`config.mk`:
```
export PLATFORM = sky130hd
export DESIGN_NAME = multdiv_issue_ctrl
export DESIGN_NICKNAME = d
export VERILOG_FILES = /design/src/rtl/multdiv_pkg.sv /design/src/rtl/md_result_fifo.sv /design/src/rtl/multdiv_issue_ctrl.sv
export SDC_FILE = /design/constraint.sdc
export NUM_CORES = 1
export LEC_CHECK = 0
export BUFFER_PORTS_ARGS = -buffer_cell sky130_fd_sc_hd__buf_2
export CAP_MARGIN = 0
export CORE_UTILIZATION = 28
export CTS_CLUSTER_DIAMETER = 100
export CTS_CLUSTER_SIZE = 24
export DETAILED_ROUTE_END_ITERATION = 10
export PLACE_DENSITY = 0.55
export SLEW_MARGIN = 20
export SYNTH_ARGS = -nofsm -noshare
export SYNTH_HDL_FRONTEND = slang
export SYNTH_SLANG_ARGS = --single-unit
```
`constraint.sdc`:
```
create_clock -name clock -period 4.2 [get_ports clock]
set_input_delay 0.63 -clock clock [delete_from_list [all_inputs] [get_ports clock]]
set_output_delay 0.63 -clock clock [all_outputs]
set_load 0.05 [all_outputs]
```
`src/rtl/multdiv_pkg.sv`:
```
// multdiv_pkg: shared constants and writeback entry layout for the mult/div issue controller.
package multdiv_pkg;
  localparam logic OP_MULT = 1'b0;
  localparam logic OP_DIV = 1'b1;
  localparam int MD_LATENCY = 16;
  localparam int MD_TAG_W = 5;
  typedef struct packed {
    logic [31:0] data;
    logic exc;
    logic [MD_TAG_W-1:0] tag;
  } wb_entry_t;
endpackage

```
`src/rtl/md_result_fifo.sv`:
```
// md_result_fifo: synchronous result FIFO; exposes entries in head-first order for tag lookups.
module md_result_fifo
  import multdiv_pkg::*;
#(
  parameter int DEPTH = 4,
  localparam int PW = $clog2(DEPTH),
  localparam int CW = $clog2(DEPTH + 1)
) (
  input logic clk,
  input logic rst,
  input logic i_push,
  input wb_entry_t i_data,
  input logic i_pop,
  output wb_entry_t [DEPTH-1:0] o_ord,
  output logic o_full,
  output logic o_empty,
  output logic [CW-1:0] o_count
);
  wb_entry_t r_mem [DEPTH];
  logic [PW-1:0] r_rd, r_wr;
  logic [CW-1:0] r_cnt;
  logic w_push, w_pop;
  assign o_full = r_cnt == CW'(DEPTH);
  assign o_empty = r_cnt == '0;
  assign o_count = r_cnt;
  assign w_push = i_push & ~o_full;
  assign w_pop = i_pop & ~o_empty;
  always_ff @(posedge clk) begin
    if (rst) begin
      r_rd <= '0;
      r_wr <= '0;
      r_cnt <= '0;
      for (int i = 0; i < DEPTH; i++) r_mem[i] <= '0;
    end else begin
      if (w_push) begin
        r_mem[r_wr] <= i_data;
        r_wr <= r_wr + 1'b1;
      end
      if (w_pop) r_rd <= r_rd + 1'b1;
      r_cnt <= r_cnt + CW'(w_push) - CW'(w_pop);
    end
  end
  // slot k of o_ord is the k-th oldest entry; only slots below o_count are live
  always_comb begin
    for (int k = 0; k < DEPTH; k++) o_ord[k] = r_mem[r_rd + PW'(k)];
  end
endmodule

```
`src/rtl/multdiv_issue_ctrl.sv`:
```
// multdiv_issue_ctrl: issues mult/div ops to the pipelined unit, tracks destination tags to the
// result, buffers results for writeback and answers source-register hazard queries.
module multdiv_issue_ctrl
  import multdiv_pkg::*;
#(
  parameter int LATENCY = MD_LATENCY,
  parameter int TAG_W = MD_TAG_W,
  parameter int RES_DEPTH = 4,
  localparam int CW = $clog2(RES_DEPTH + 1)
) (
  input logic clock,
  input logic rs,
  input logic req_valid,
  output logic req_ready,
  input logic req_op,
  input logic [31:0] req_a,
  input logic [31:0] req_b,
  input logic [TAG_W-1:0] req_tag,
  output logic [31:0] md_operandA,
  output logic [31:0] md_operandB,
  output logic md_ctrl_MULT,
  output logic md_ctrl_DIV,
  input logic [31:0] md_result,
  input logic md_exception,
  input logic md_resultRDY,
  output logic wb_valid,
  input logic wb_ready,
  output logic [31:0] wb_data,
  output logic wb_exc,
  output logic [TAG_W-1:0] wb_tag,
  input logic [TAG_W-1:0] hz_rs1,
  input logic [TAG_W-1:0] hz_rs2,
  output logic hz_busy1,
  output logic hz_busy2,
  output logic [CW-1:0] outstanding,
  output logic err_sync
);
  logic w_fire, w_head_v, w_cap, w_miss, w_pop, w_full, w_empty;
  logic [CW-1:0] w_cnt, r_out;
  logic [LATENCY:0] r_dl_v;
  logic [LATENCY:0][TAG_W-1:0] r_dl_tag;
  logic [31:0] r_a, r_b;
  logic r_mult, r_div, r_err;
  wb_entry_t w_push_e;
  wb_entry_t [RES_DEPTH-1:0] w_ord;
  // credits cover both in-flight ops and buffered results, so the FIFO can never overflow
  assign req_ready = r_out < CW'(RES_DEPTH);
  assign w_fire = req_valid & req_ready;
  assign w_head_v = r_dl_v[LATENCY];
  assign w_cap = md_resultRDY & w_head_v;
  assign w_miss = w_head_v & ~md_resultRDY;
  assign w_pop = wb_valid & wb_ready;
  assign w_push_e = '{data: md_result, exc: md_exception, tag: r_dl_tag[LATENCY]};
  assign md_operandA = r_a;
  assign md_operandB = r_b;
  assign md_ctrl_MULT = r_mult;
  assign md_ctrl_DIV = r_div;
  assign outstanding = r_out;
  assign err_sync = r_err;
  assign wb_valid = ~w_empty;
  assign wb_data = w_ord[0].data;
  assign wb_exc = w_ord[0].exc;
  assign wb_tag = w_ord[0].tag;
  always_ff @(posedge clock) begin
    if (rs) begin
      r_a <= '0;
      r_b <= '0;
      r_mult <= 1'b0;
      r_div <= 1'b0;
      r_dl_v <= '0;
      r_dl_tag <= '0;
      r_out <= '0;
      r_err <= 1'b0;
    end else begin
      if (w_fire) begin
        r_a <= req_a;
        r_b <= req_b;
      end
      r_mult <= w_fire & (req_op == OP_MULT);
      r_div <= w_fire & (req_op == OP_DIV);
      r_dl_v <= {r_dl_v[LATENCY-1:0], w_fire};
      r_dl_tag <= {r_dl_tag[LATENCY-1:0], req_tag};
      r_out <= r_out + CW'(w_fire) - CW'(w_pop) - CW'(w_miss);
      r_err <= r_err | (md_resultRDY ^ w_head_v);
    end
  end
  md_result_fifo #(.DEPTH(RES_DEPTH)) u_fifo (
    .clk(clock),
    .rst(rs),
    .i_push(w_cap),
    .i_data(w_push_e),
    .i_pop(w_pop),
    .o_ord(w_ord),
    .o_full(w_full),
    .o_empty(w_empty),
    .o_count(w_cnt)
  );
  always_comb begin
    hz_busy1 = 1'b0;
    hz_busy2 = 1'b0;
    for (int i = 0; i <= LATENCY; i++) begin
      hz_busy1 |= r_dl_v[i] & (r_dl_tag[i] == hz_rs1);
      hz_busy2 |= r_dl_v[i] & (r_dl_tag[i] == hz_rs2);
    end
    for (int k = 0; k < RES_DEPTH; k++) begin
      hz_busy1 |= (CW'(k) < w_cnt) & (w_ord[k].tag == hz_rs1);
      hz_busy2 |= (CW'(k) < w_cnt) & (w_ord[k].tag == hz_rs2);
    end
    hz_busy1 &= |hz_rs1;
    hz_busy2 &= |hz_rs2;
  end
endmodule
```
==> results of run 1 <==
-- cells by family after synthesis --
group / after synthesis / synth area share
AO/OA/AOI/OAI: 78 / 0.0279
buffers and inverters: 147 / 0.0456
flip-flops: 333 / 0.541
multiplexers: 67 / 0.0773
AND/OR/NAND/NOR: 510 / 0.166
XOR/XNOR: 228 / 0.132
adder cells (fa/ha/maj): 11 / 0.0101
-- synth_stat cells (3+ instances only) --
master and number:
buf_2 22, and2_1 39, mux2i_1 19, ha_1 9
buf_6 6, nand2_1 176, nor2b_1 104, nand3_1 33
nor4_1 40, a21oi_1 67, inv_1 54, buf_1 6
nor4_2 4, mux4_2 37, a31oi_1 3, mux2i_2 9
buf_4 7, dfxtp_1 181, clkbuf_1 48, nand4_1 14
nor2_1 89, edfxtp_1 152, or4_1 3, xnor2_1 71
xor2_1 157
-- layout make-up --
class / count / share of cell area
sequential: 333 / 0.469
multi-input combinational: 894 / 0.360
timing repair buffer: 250 / 0.0750
tap: 688 / 0.0493
clock buffer: 24 / 0.0295
inverter: 55 / 0.0118
clock inverter: 7 / 0.00580
-- final timing paths --
check | endpoint | slack [ns] | cells past startpoint
max | hz_busy2 | 0.45 | 9
min | md_ctrl_MULT$_SDFF_PP0_ | 0.25 | 2
max reg2reg | u_fifo.r_mem[0][16]$_SDFFCE_PN0P_ | 1.69 | 5
min reg2reg | md_operandB[2]$_SDFFE_PP0P_ | 0.45 | 2
-- registers in the layout, indices dropped and copies added, names as in the netlist, named ones only --
register and cells:
md_ctrl_MULT 1, r_dl_v 17, md_operandB 32, outstanding 3
u_fifo.o_count 3, r_dl_tag 85, md_ctrl_DIV 1, u_fifo.r_rd 2
u_fifo.r_mem 152, u_fifo.r_wr 2, md_operandA 32, err_sync 1
-- critical path: cells and delay by family (launching register included) --
kind,cells,cell delay [ns]
simple gates,3,0.59
xor+xnor,1,0.14
mux,2,0.69
compound gates,1,0.16
buf+inv,2,0.63
flops,1,0.36
-- through the flow --
| step | total power, uW | std cells |
|---|---|---|
| 2_1_floorplan | 5620 | 1374 |
| 3_3_place_gp | 6170 | 2220 |
| 3_5_place_dp | 6200 | 2220 |
| 4_1_cts | 8330 | 2251 |
| 5_1_grt | 8600 | 2251 |
| 6_report | 8190 | 2251 |
-- metal layers --
layer,vias to the layer above,global-route usage,routed length [um]
met5,-,0,0
met4,0,0.0310,724
met3,44,0.0208,1490
met2,189,0.239,19100
met1,4990,0.180,17100
li1,4923,-,-
-- where the power goes --
part           switching, uW  internal (uW)
clock network           1110            991
logic                   1650            763
registers                124           3540
==> out/metrics.yaml, run 1 <==
status: "finished clean"
worstMarginPinSlew_ns: 0.837
final_layout_size_suffix_gt1_frac: 0.218
yosysTopAreaCellShare: 0.302
cp_max_fo: 20
n_antenna_cell: 0
fin_hold_ws_ns: 0.255
nets: 1682
syn_to_final_growth_pct: 15.5
clk_pin_slew_ns: 0.10
gr-usage-all-layers: 0.138
holdCritStartpoint: "req_op"
period_share: 0.893
cts_root_buf: "clkbuf_16"
ys_async_sr_fraction: 0
crit_arrival_ns: 3.12
hold_viol: 0
portBuffers: 229
stdcell_area_mm2: 0.0175
ant_nets: 0
syn_avg_cell_area_um2: 11.0
synthTopCellsByArea: "edfxtp_1 30%, dfxtp_1 24%, xor2_1 9.1%, mux4_2 5.5%, nand2_1 4.4%"
worstSkewPairLatency_ns: 0.53
core-area_mm2: 0.0530
cts_sinks: 333
syn_inst: 1374
drc: 0
grt_pass1_vias: 10200
gp_congestion: 0.794
synth_top_area_cell: "edfxtp_1"
cts_max_path_buffers: 3
cp-end-kind: "output pin"
postPlaceCellArea_mm2: 0.0169
die-area_mm2: 0.0550
via_count: 10100
ir_worst_vdd_v: 0.000296
p_leak_uw: 0.00722
setup_viol: 0
route.detailed.wl_per_inst_um: 17.1
yosysUniqueCellTypes: 41
final_common_cell: "buf_2"
synth-main-ff-cell: "dfxtp_1"
n_fill_cell: 5387
setup.worst_path.start: "u_fifo.r_rd[1]$_SDFFE_PP0P_"
io_pins: 230
cts.repair.resized: 0
cts.hold.buffers_added: 0
floorplan.initialDensity: 0.286
syn_area_mm2: 0.0151
post_cts_buffers: 0
skew_ns: 0.0190
slew_violations: 0
drt_iter0_drc: 554
cts_tree: "done"
slowest_stage: "mux2i_2"
antenna_found_initial: 0
crit_required_ns: 3.57
cts_max_level: 1
crit_type: "reg -> out"
routed_wl_mm: 38.4
path_cells: "buf_4 > mux2i_2 > xnor2_1 > nor4_2 > mux2_2 > nand3_1 > nand4_1 > o22a_1 > buf_2"
synth_edf_count: 152
setup_tns_ns: 0
row_count: 84
dpl_worst_slack_ns: 0.559
drv_cap: 0
layout_common_cells: "228 x buf_2, 179 x dfxtp_1, 175 x nand2_1"
rsz0062_at_grt: "false"
hold_path_class: "in -> reg"
fp.dieW_um: 234
ys_warn_count: 0
synth.net_count: 1503
finalWorstSetupSlack_ns: 0.451
seq_area_frac_synth: 0.541
grt_pass1_wl_mm: 59.4
rr_startpoint: "r_dl_v[16]$_SDFF_PP0_"
clock.fmax_mhz: 267
finalCriticalPeriod_ns: 3.75
ff_latch_area_mm2: 0.00819
critPathMaxStageDelay_ns: 0.45
start_kind: "flip-flop"
ys_seq_elements: 333
dp_hpwl_mm: 25.2
p_per_area_mw_per_mm2: 468
drt-vias-per-instance: 4.51
grt_overflow: 0
first_pass_iters: 4
postLayoutCoreUtil: 0.330
multiInputGateArea_mm2: 0.00629
die_y_um: 234
grt_max_degree: 72
cts_buffers: 19
max_slew_margin: 0.442
Note: power is estimated with default switching activity, not from simulation.
==> run 2: changes to the inputs <==
--- a/config.mk
+++ b/config.mk
@@ -7,12 +7,11 @@
 export LEC_CHECK = 0
 export BUFFER_PORTS_ARGS = -buffer_cell sky130_fd_sc_hd__buf_2
 export CAP_MARGIN = 0
-export CORE_UTILIZATION = 28
+export CORE_UTILIZATION = 40
 export CTS_CLUSTER_DIAMETER = 100
 export CTS_CLUSTER_SIZE = 24
 export DETAILED_ROUTE_END_ITERATION = 10
-export PLACE_DENSITY = 0.55
-export SLEW_MARGIN = 20
+export PLACE_DENSITY = 0.7
 export SYNTH_ARGS = -nofsm -noshare
 export SYNTH_HDL_FRONTEND = slang
 export SYNTH_SLANG_ARGS = --single-unit
==> out/metrics.yaml, run 2 (same netlist as run 1, synthesis figures left out) <==
min_to: "md_ctrl_MULT$_SDFF_PP0_"
layout_common_cells: "228 x buf_2, 179 x dfxtp_1, 175 x nand2_1"
grt_overflow: 0  # unchanged
multiInputGateArea_mm2: 0.00629  # unchanged
io_pins: 230  # unchanged
cts.repair.resized: 0  # unchanged
cp_max_fo: 20  # unchanged
crit_type: "reg -> out"
ant_nets: 0  # unchanged
drv_cap: 0  # unchanged
cpLargestDelayFamily: "simple AND/OR/NAND/NOR gates"
route.detailed.wl_per_inst_um: 17.4  # +2.2%
hold_path_class: "in -> reg"
core-area_mm2: 0.0370  # -30%
cts_max_path_buffers: 3  # unchanged
die_y_um: 197  # -16%
r2r-end: "outstanding[2]$_SDFF_PP0_"
p_per_area_mw_per_mm2: 460  # -1.8%
syn_to_final_growth_pct: 12.9
crit_arrival_ns: 3.00  # -0.12 ns
grt_max_degree: 101  # +40%
path_cells: "buf_4 > mux2i_1 > xnor2_1 > nor4_1 > nand4_1 > nand4_1 > or4_1 > o22a_1 > buf_2"
holdCritStartpoint: "req_op"
cts_sinks: 333  # unchanged
cp-end-kind: "output pin"
clock.fmax_mhz: 276  # +3.3%
gr-usage-all-layers: 0.186  # +0.0474
hold_viol: 0  # unchanged
crit_required_ns: 3.57  # about the same
post_cts_buffers: 0  # unchanged
grt_pass1_vias: 10400  # +2.0%
reg2reg_depth: 9  # +4
die-area_mm2: 0.0386  # -30%
largest_reg_flops: 152  # unchanged
final_layout_size_suffix_gt1_frac: 0.211  # -0.00623
drt_iter0_drc: 577  # +4.2%
setup_viol: 0  # unchanged
portBuffers: 229  # unchanged
skew_ns: 0.0142  # -0.00477 ns
cts_tree: "done"
dpl_worst_slack_ns: 0.726  # +0.167 ns
gp_congestion: 0.834  # +5.1%
cts_root_buf: "clkbuf_16"
n_fill_cell: 3458  # -36%
start_kind: "flip-flop"
floorplan.initialDensity: 0.409  # +0.124
worstHoldPathCells: 2  # unchanged
status: "finished clean"
slew_violations: 0  # unchanged
cts_buffers: 17  # -2
antenna_found_initial: 4  # +4
final_common_cell: "buf_2"
cts.hold.buffers_added: 0  # unchanged
stdcell_area_mm2: 0.0171  # -2.2%
nets: 1679  # -0.18%
dp_hpwl_mm: 23.8  # -5.6%
setup_tns_ns: 0  # unchanged
drt-vias-per-instance: 4.94  # +9.6%
regMostFlops: "u_fifo.r_mem"
postPlaceCellArea_mm2: 0.0166  # -1.4%
row_count: 70  # -17%
ff_latch_area_mm2: 0.00819  # unchanged
grt_pass1_wl_mm: 56.4  # -5.0%
reg_top3: "u_fifo.r_mem: 152 flops, r_dl_tag: 85 flops"
routed_wl_mm: 36.0  # -6.3%
worstMarginPinSlew_ns: 0.963  # +0.126 ns
critPathMaxStageDelay_ns: 0.44  # about the same
clk_pin_slew_ns: 0.10  # about the same
period_share: 0.864  # -0.0289
ir_worst_vdd_v: 0.000509  # +72%
max_slew_margin: 0.358  # -0.0841
first_pass_iters: 4  # unchanged
fp.dieW_um: 197  # -16%
slowest_stage: "or4_1"
rsz0062_at_grt: "false"
rr_startpoint: "u_fifo.o_count[2]$_SDFF_PP0_"
finalWorstSetupSlack_ns: 0.572  # +0.121 ns
finalCriticalPeriod_ns: 3.63  # -0.121 ns
cts_max_level: 1  # unchanged
regToRegSetupSlack_ns: 1.44  # -0.25 ns
critPathBufInv: 2  # unchanged
drc: 0  # unchanged
p_leak_uw: 0.00713  # -1.2%
via_count: 10200  # +0.40%
path_common_cell: "nand4_1"
worstSkewPairLatency_ns: 0.51  # -0.02 ns
==> run 2: metal layers <==
layer	part of all wire	up-vias	wire (um)	global-route usage
met2	0.51	271	18300	0.334
met3	0.059	37	2130	0.0325
li1	-	4917	-	-
met5	0.00078	-	28	0
met1	0.42	4956	15000	0.231
met4	0.016	6	566	0.0414
==> run 2: worst max path at each step <==
| stage | startpoint | end | cells past startpoint |
|---|---|---|---|
| after detailed placement | hz_rs2[4] | hz_busy2 | 9 |
| final | u_fifo.r_rd[1]$_SDFFE_PP0P_ | hz_busy2 | 9 |
| after global routing | u_fifo.r_rd[1]$_SDFFE_PP0P_ | hz_busy2 | 9 |
| after global placement | hz_rs2[4] | hz_busy2 | 9 |
| after floorplan | md_resultRDY | u_fifo.r_mem[1][0]$_SDFFCE_PN0P_ | 3 |
| after CTS | u_fifo.r_rd[1]$_SDFFE_PP0P_ | hz_busy2 | 9 |
==> run 2: final cells by class <==
| type | instances | area share |
|---|---|---|
| diodes | 2 | 0.000293 |
| multi-input cells | 894 | 0.368 |
| inverters | 55 | 0.0121 |
| well taps | 504 | 0.0369 |
| clock buffers | 25 | 0.0267 |
| repair buffers | 249 | 0.0762 |
| flip-flops and latches | 333 | 0.479 |
| clock inverters | 1 | 0.000220 |
==> run 2: per-stage QoR <==
| stage | total power (uW) | hold WS (ns) | util | instances |
|---|---|---|---|---|
| after detailed placement | 6190 | 0.443 | 0.450 | 2035 |
| after floorplan | 5620 | 0.452 | - | 1374 |
| after global placement | 6150 | 0.439 | 0.450 | 2035 |
| final | 7860 | 0.289 | 0.462 | 2063 |
| after global routing | 8210 | 0.277 | 0.462 | 2061 |
| after CTS | 7950 | 0.261 | 0.462 | 2061 |
==> run 2: power breakdown <==
| group | switching [uW] | total, uW | internal (uW) |
|---|---|---|---|
| sequential | 125 | 3670 | 3540 |
| combinational | 1650 | 2420 | 763 |
| clock | 1020 | 1780 | 761 |
| total | 2790 | 7860 | 5070 |
==> run 3: changes to the inputs <==
--- a/config.mk
+++ b/config.mk
@@ -5,13 +5,14 @@
 export SDC_FILE = /design/constraint.sdc
 export NUM_CORES = 1
 export LEC_CHECK = 0
-export BUFFER_PORTS_ARGS = -buffer_cell sky130_fd_sc_hd__buf_2
 export CAP_MARGIN = 0
 export CORE_UTILIZATION = 40
 export CTS_CLUSTER_DIAMETER = 100
 export CTS_CLUSTER_SIZE = 24
 export DETAILED_ROUTE_END_ITERATION = 10
-export PLACE_DENSITY = 0.7
+export DONT_BUFFER_PORTS = 1
+export PLACE_DENSITY = 0.64
+export SKIP_CTS_REPAIR_TIMING = 1
 export SYNTH_ARGS = -nofsm -noshare
 export SYNTH_HDL_FRONTEND = slang
 export SYNTH_SLANG_ARGS = --single-unit
==> out/metrics.yaml, run 3 (same netlist as run 1, synthesis figures left out) <==
layout_common_cells: "179 x dfxtp_1, 175 x nand2_1, 157 x xor2_1"
skew_ns: 0.0173  # +0.00313 ns
p_clk_frac: 0.234  # +0.008
drt_iter0_drc: 575  # -0.35%
fp.dieW_um: 197  # unchanged
critPathMaxStageDelay_ns: 0.73  # +0.29 ns
ant_nets: 0  # unchanged
hold_viol: 0  # unchanged
hold_path_class: "in -> reg"
ir_worst_vdd_v: 0.000511  # +0.43%
finalWorstSetupSlack_ns: 0.652  # +0.0798 ns
dpl_worst_slack_ns: 1.18  # +0.454 ns
p_total_uw: 7500  # -4.7%
cp-end-kind: "output pin"
grt_busiest_layer: "met2"
path_cells: "mux4_2 > xor2_1 > nor4_2 > nand3_1 > o311ai_1 > o22a_1"
reg2reg_depth: 8  # -1
rr_startpoint: "outstanding[2]$_SDFF_PP0_"
row_count: 70  # unchanged
via_count: 9251  # -9.2%
grt_pass1_vias: 9331  # -11%
nets: 1441  # -14%
grt_use_met1: 0.227  # -0.00370
grt_pass1_wl_mm: 53.0  # -6.1%
p_sw_frac: 0.347  # -0.00856
max_slew_margin: 0.253  # -0.105
grt_overflow: 0  # unchanged
p_per_area_mw_per_mm2: 472  # +2.7%
grt_max_degree: 186  # +84%
cts_sinks: 333  # unchanged
crit_arrival_ns: 2.92  # -0.08 ns
finalCriticalPeriod_ns: 3.55  # -0.0798 ns
clk_pin_slew_ns: 0.10  # about the same
core-area_mm2: 0.0370  # unchanged
final_layout_size_suffix_gt1_frac: 0.0705  # -0.141
slew_violations: 0  # unchanged
use_met3: 0.0354  # +0.00291
portBuffers: 0  # -100%
cp_max_fo: 6  # -70%
clock.fmax_mhz: 282  # +2.2%
cts_tree: "done"
setup_tns_ns: 0  # unchanged
fin_hold_ws_ns: 0.189  # -0.0997 ns
start_kind: "flip-flop"
gp_congestion: 0.837  # +0.37%
crit_type: "reg -> out"
n_antenna_cell: 0  # -2
die_y_um: 197  # unchanged
cts_max_level: 1  # unchanged
syn_to_final_growth_pct: 4.84
routed_wl_mm: 34.5  # -4.2%
dp_hpwl_mm: 21.8  # -8.2%
cts_max_path_buffers: 3  # unchanged
reg_top3: "u_fifo.r_mem: 152 flops, r_dl_tag: 85 flops"
regMostFlops: "u_fifo.r_mem"
regToRegSetupSlack_ns: 1.33  # -0.11 ns
period_share: 0.845  # -0.0190
drv_cap: 0  # unchanged
crit_required_ns: 3.57  # about the same
p_leak_uw: 0.00608  # -15%
rsz0062_at_grt: "false"
first_pass_iters: 5  # +1
io_pins: 230  # unchanged
final_common_cell: "dfxtp_1"
p_int_uw: 4900  # -3.4%
switchingPower_uw: 2600  # -7.0%
route.detailed.wl_per_inst_um: 18.9  # +8.4%
floorplan.initialDensity: 0.409  # unchanged
slowest_stage: "mux4_2"
p_comb_frac: 0.240  # -0.067
status: "finished clean"
r2r-end: "outstanding[2]$_SDFF_PP0_"
worstMarginPinSlew_ns: 1.12  # +0.157 ns
die-area_mm2: 0.0386  # unchanged
crit_path_end: "hz_busy1"
gr-usage-all-layers: 0.176  # -0.00920
grtUsageMet2: 0.302  # -0.0323
worstSkewPairLatency_ns: 0.51  # about the same
drt-vias-per-instance: 5.07  # +2.8%
cts_root_buf: "clkbuf_16"
seqPwrFrac: 0.526  # +0.059
drc: 0  # unchanged
antenna_found_initial: 0  # -4
largest_reg_flops: 152  # unchanged
postLayoutCoreUtil: 0.429  # -0.0330
setup_viol: 0  # unchanged
cts_buffers: 17  # unchanged
-- run 3: cell types whose count changed in the layout (fill, tap and decap cells not counted), sizes merged --
cell | before | now
diode | 2 | 0
inv | 55 | 56
clkbuf | 25 | 24
buf | 249 | 11
-- run 3: area by class of cell --
| type | instances | area, um2 |
|---|---|---|
| Multi-Input combinational cell | 894 | 6290 |
| Clock inverter | 2 | 13.8 |
| Inverter | 55 | 206 |
| Timing Repair Buffer | 11 | 82.6 |
| Clock buffer | 24 | 452 |
| Sequential cell | 333 | 8190 |
| Tap cell | 504 | 631 |
| Fill cell | 3482 | 21100 |
-- run 3: how the worst min path moves through the flow --
stage               slack (ns)                  start                   endpoint  cells after the start
finish                    0.19                 req_op    md_ctrl_MULT$_SDFF_PP0_                      1
global route              0.16                 req_op    md_ctrl_MULT$_SDFF_PP0_                      1
CTS                       0.16                     rs  outstanding[1]$_SDFF_PP0_                      1
detailed placement        0.47  r_dl_v[13]$_SDFF_PP0_      r_dl_v[14]$_SDFF_PP0_                      1
global placement          0.47   r_dl_v[0]$_SDFF_PP0_       r_dl_v[1]$_SDFF_PP0_                      1
floorplan                 0.45   r_dl_v[9]$_SDFF_PP0_      r_dl_v[10]$_SDFF_PP0_                      1
-- run 3: metal layers --
metal / up-vias / share of wire
met5: - / 0
met4: 0 / 0.020
met3: 40 / 0.065
met2: 269 / 0.48
met1: 4501 / 0.43
li1: 4441 / -
-- run 3: critical path, delay by kind of cell, from the launching register on --
family / cells / cell delay, ns
AO/OA/AOI/OAI: 2 / 0.61
flip-flops: 1 / 0.44
XOR/XNOR: 1 / 0.22
multiplexers: 1 / 0.73
AND/OR/NAND/NOR: 2 / 0.40
-- run 3: power by group through the flow --
stage                     registers, uW  logic [uW]  clock network (uW)
after floorplan                    3950        1670                   0
after global placement             4010        1810                   0
after detailed placement           4020        1830                   0
after CTS                          3940        1830                1820
after global routing               3970        1930                1920
final                              3940        1800                1760
-- run 3: through the flow --
step | std cells | cell area [um2]
after floorplan | 1374 | 15100
after global placement | 1797 | 15400
after detailed placement | 1797 | 15400
after CTS | 1823 | 15900
after global routing | 1823 | 15900
final | 1823 | 15900
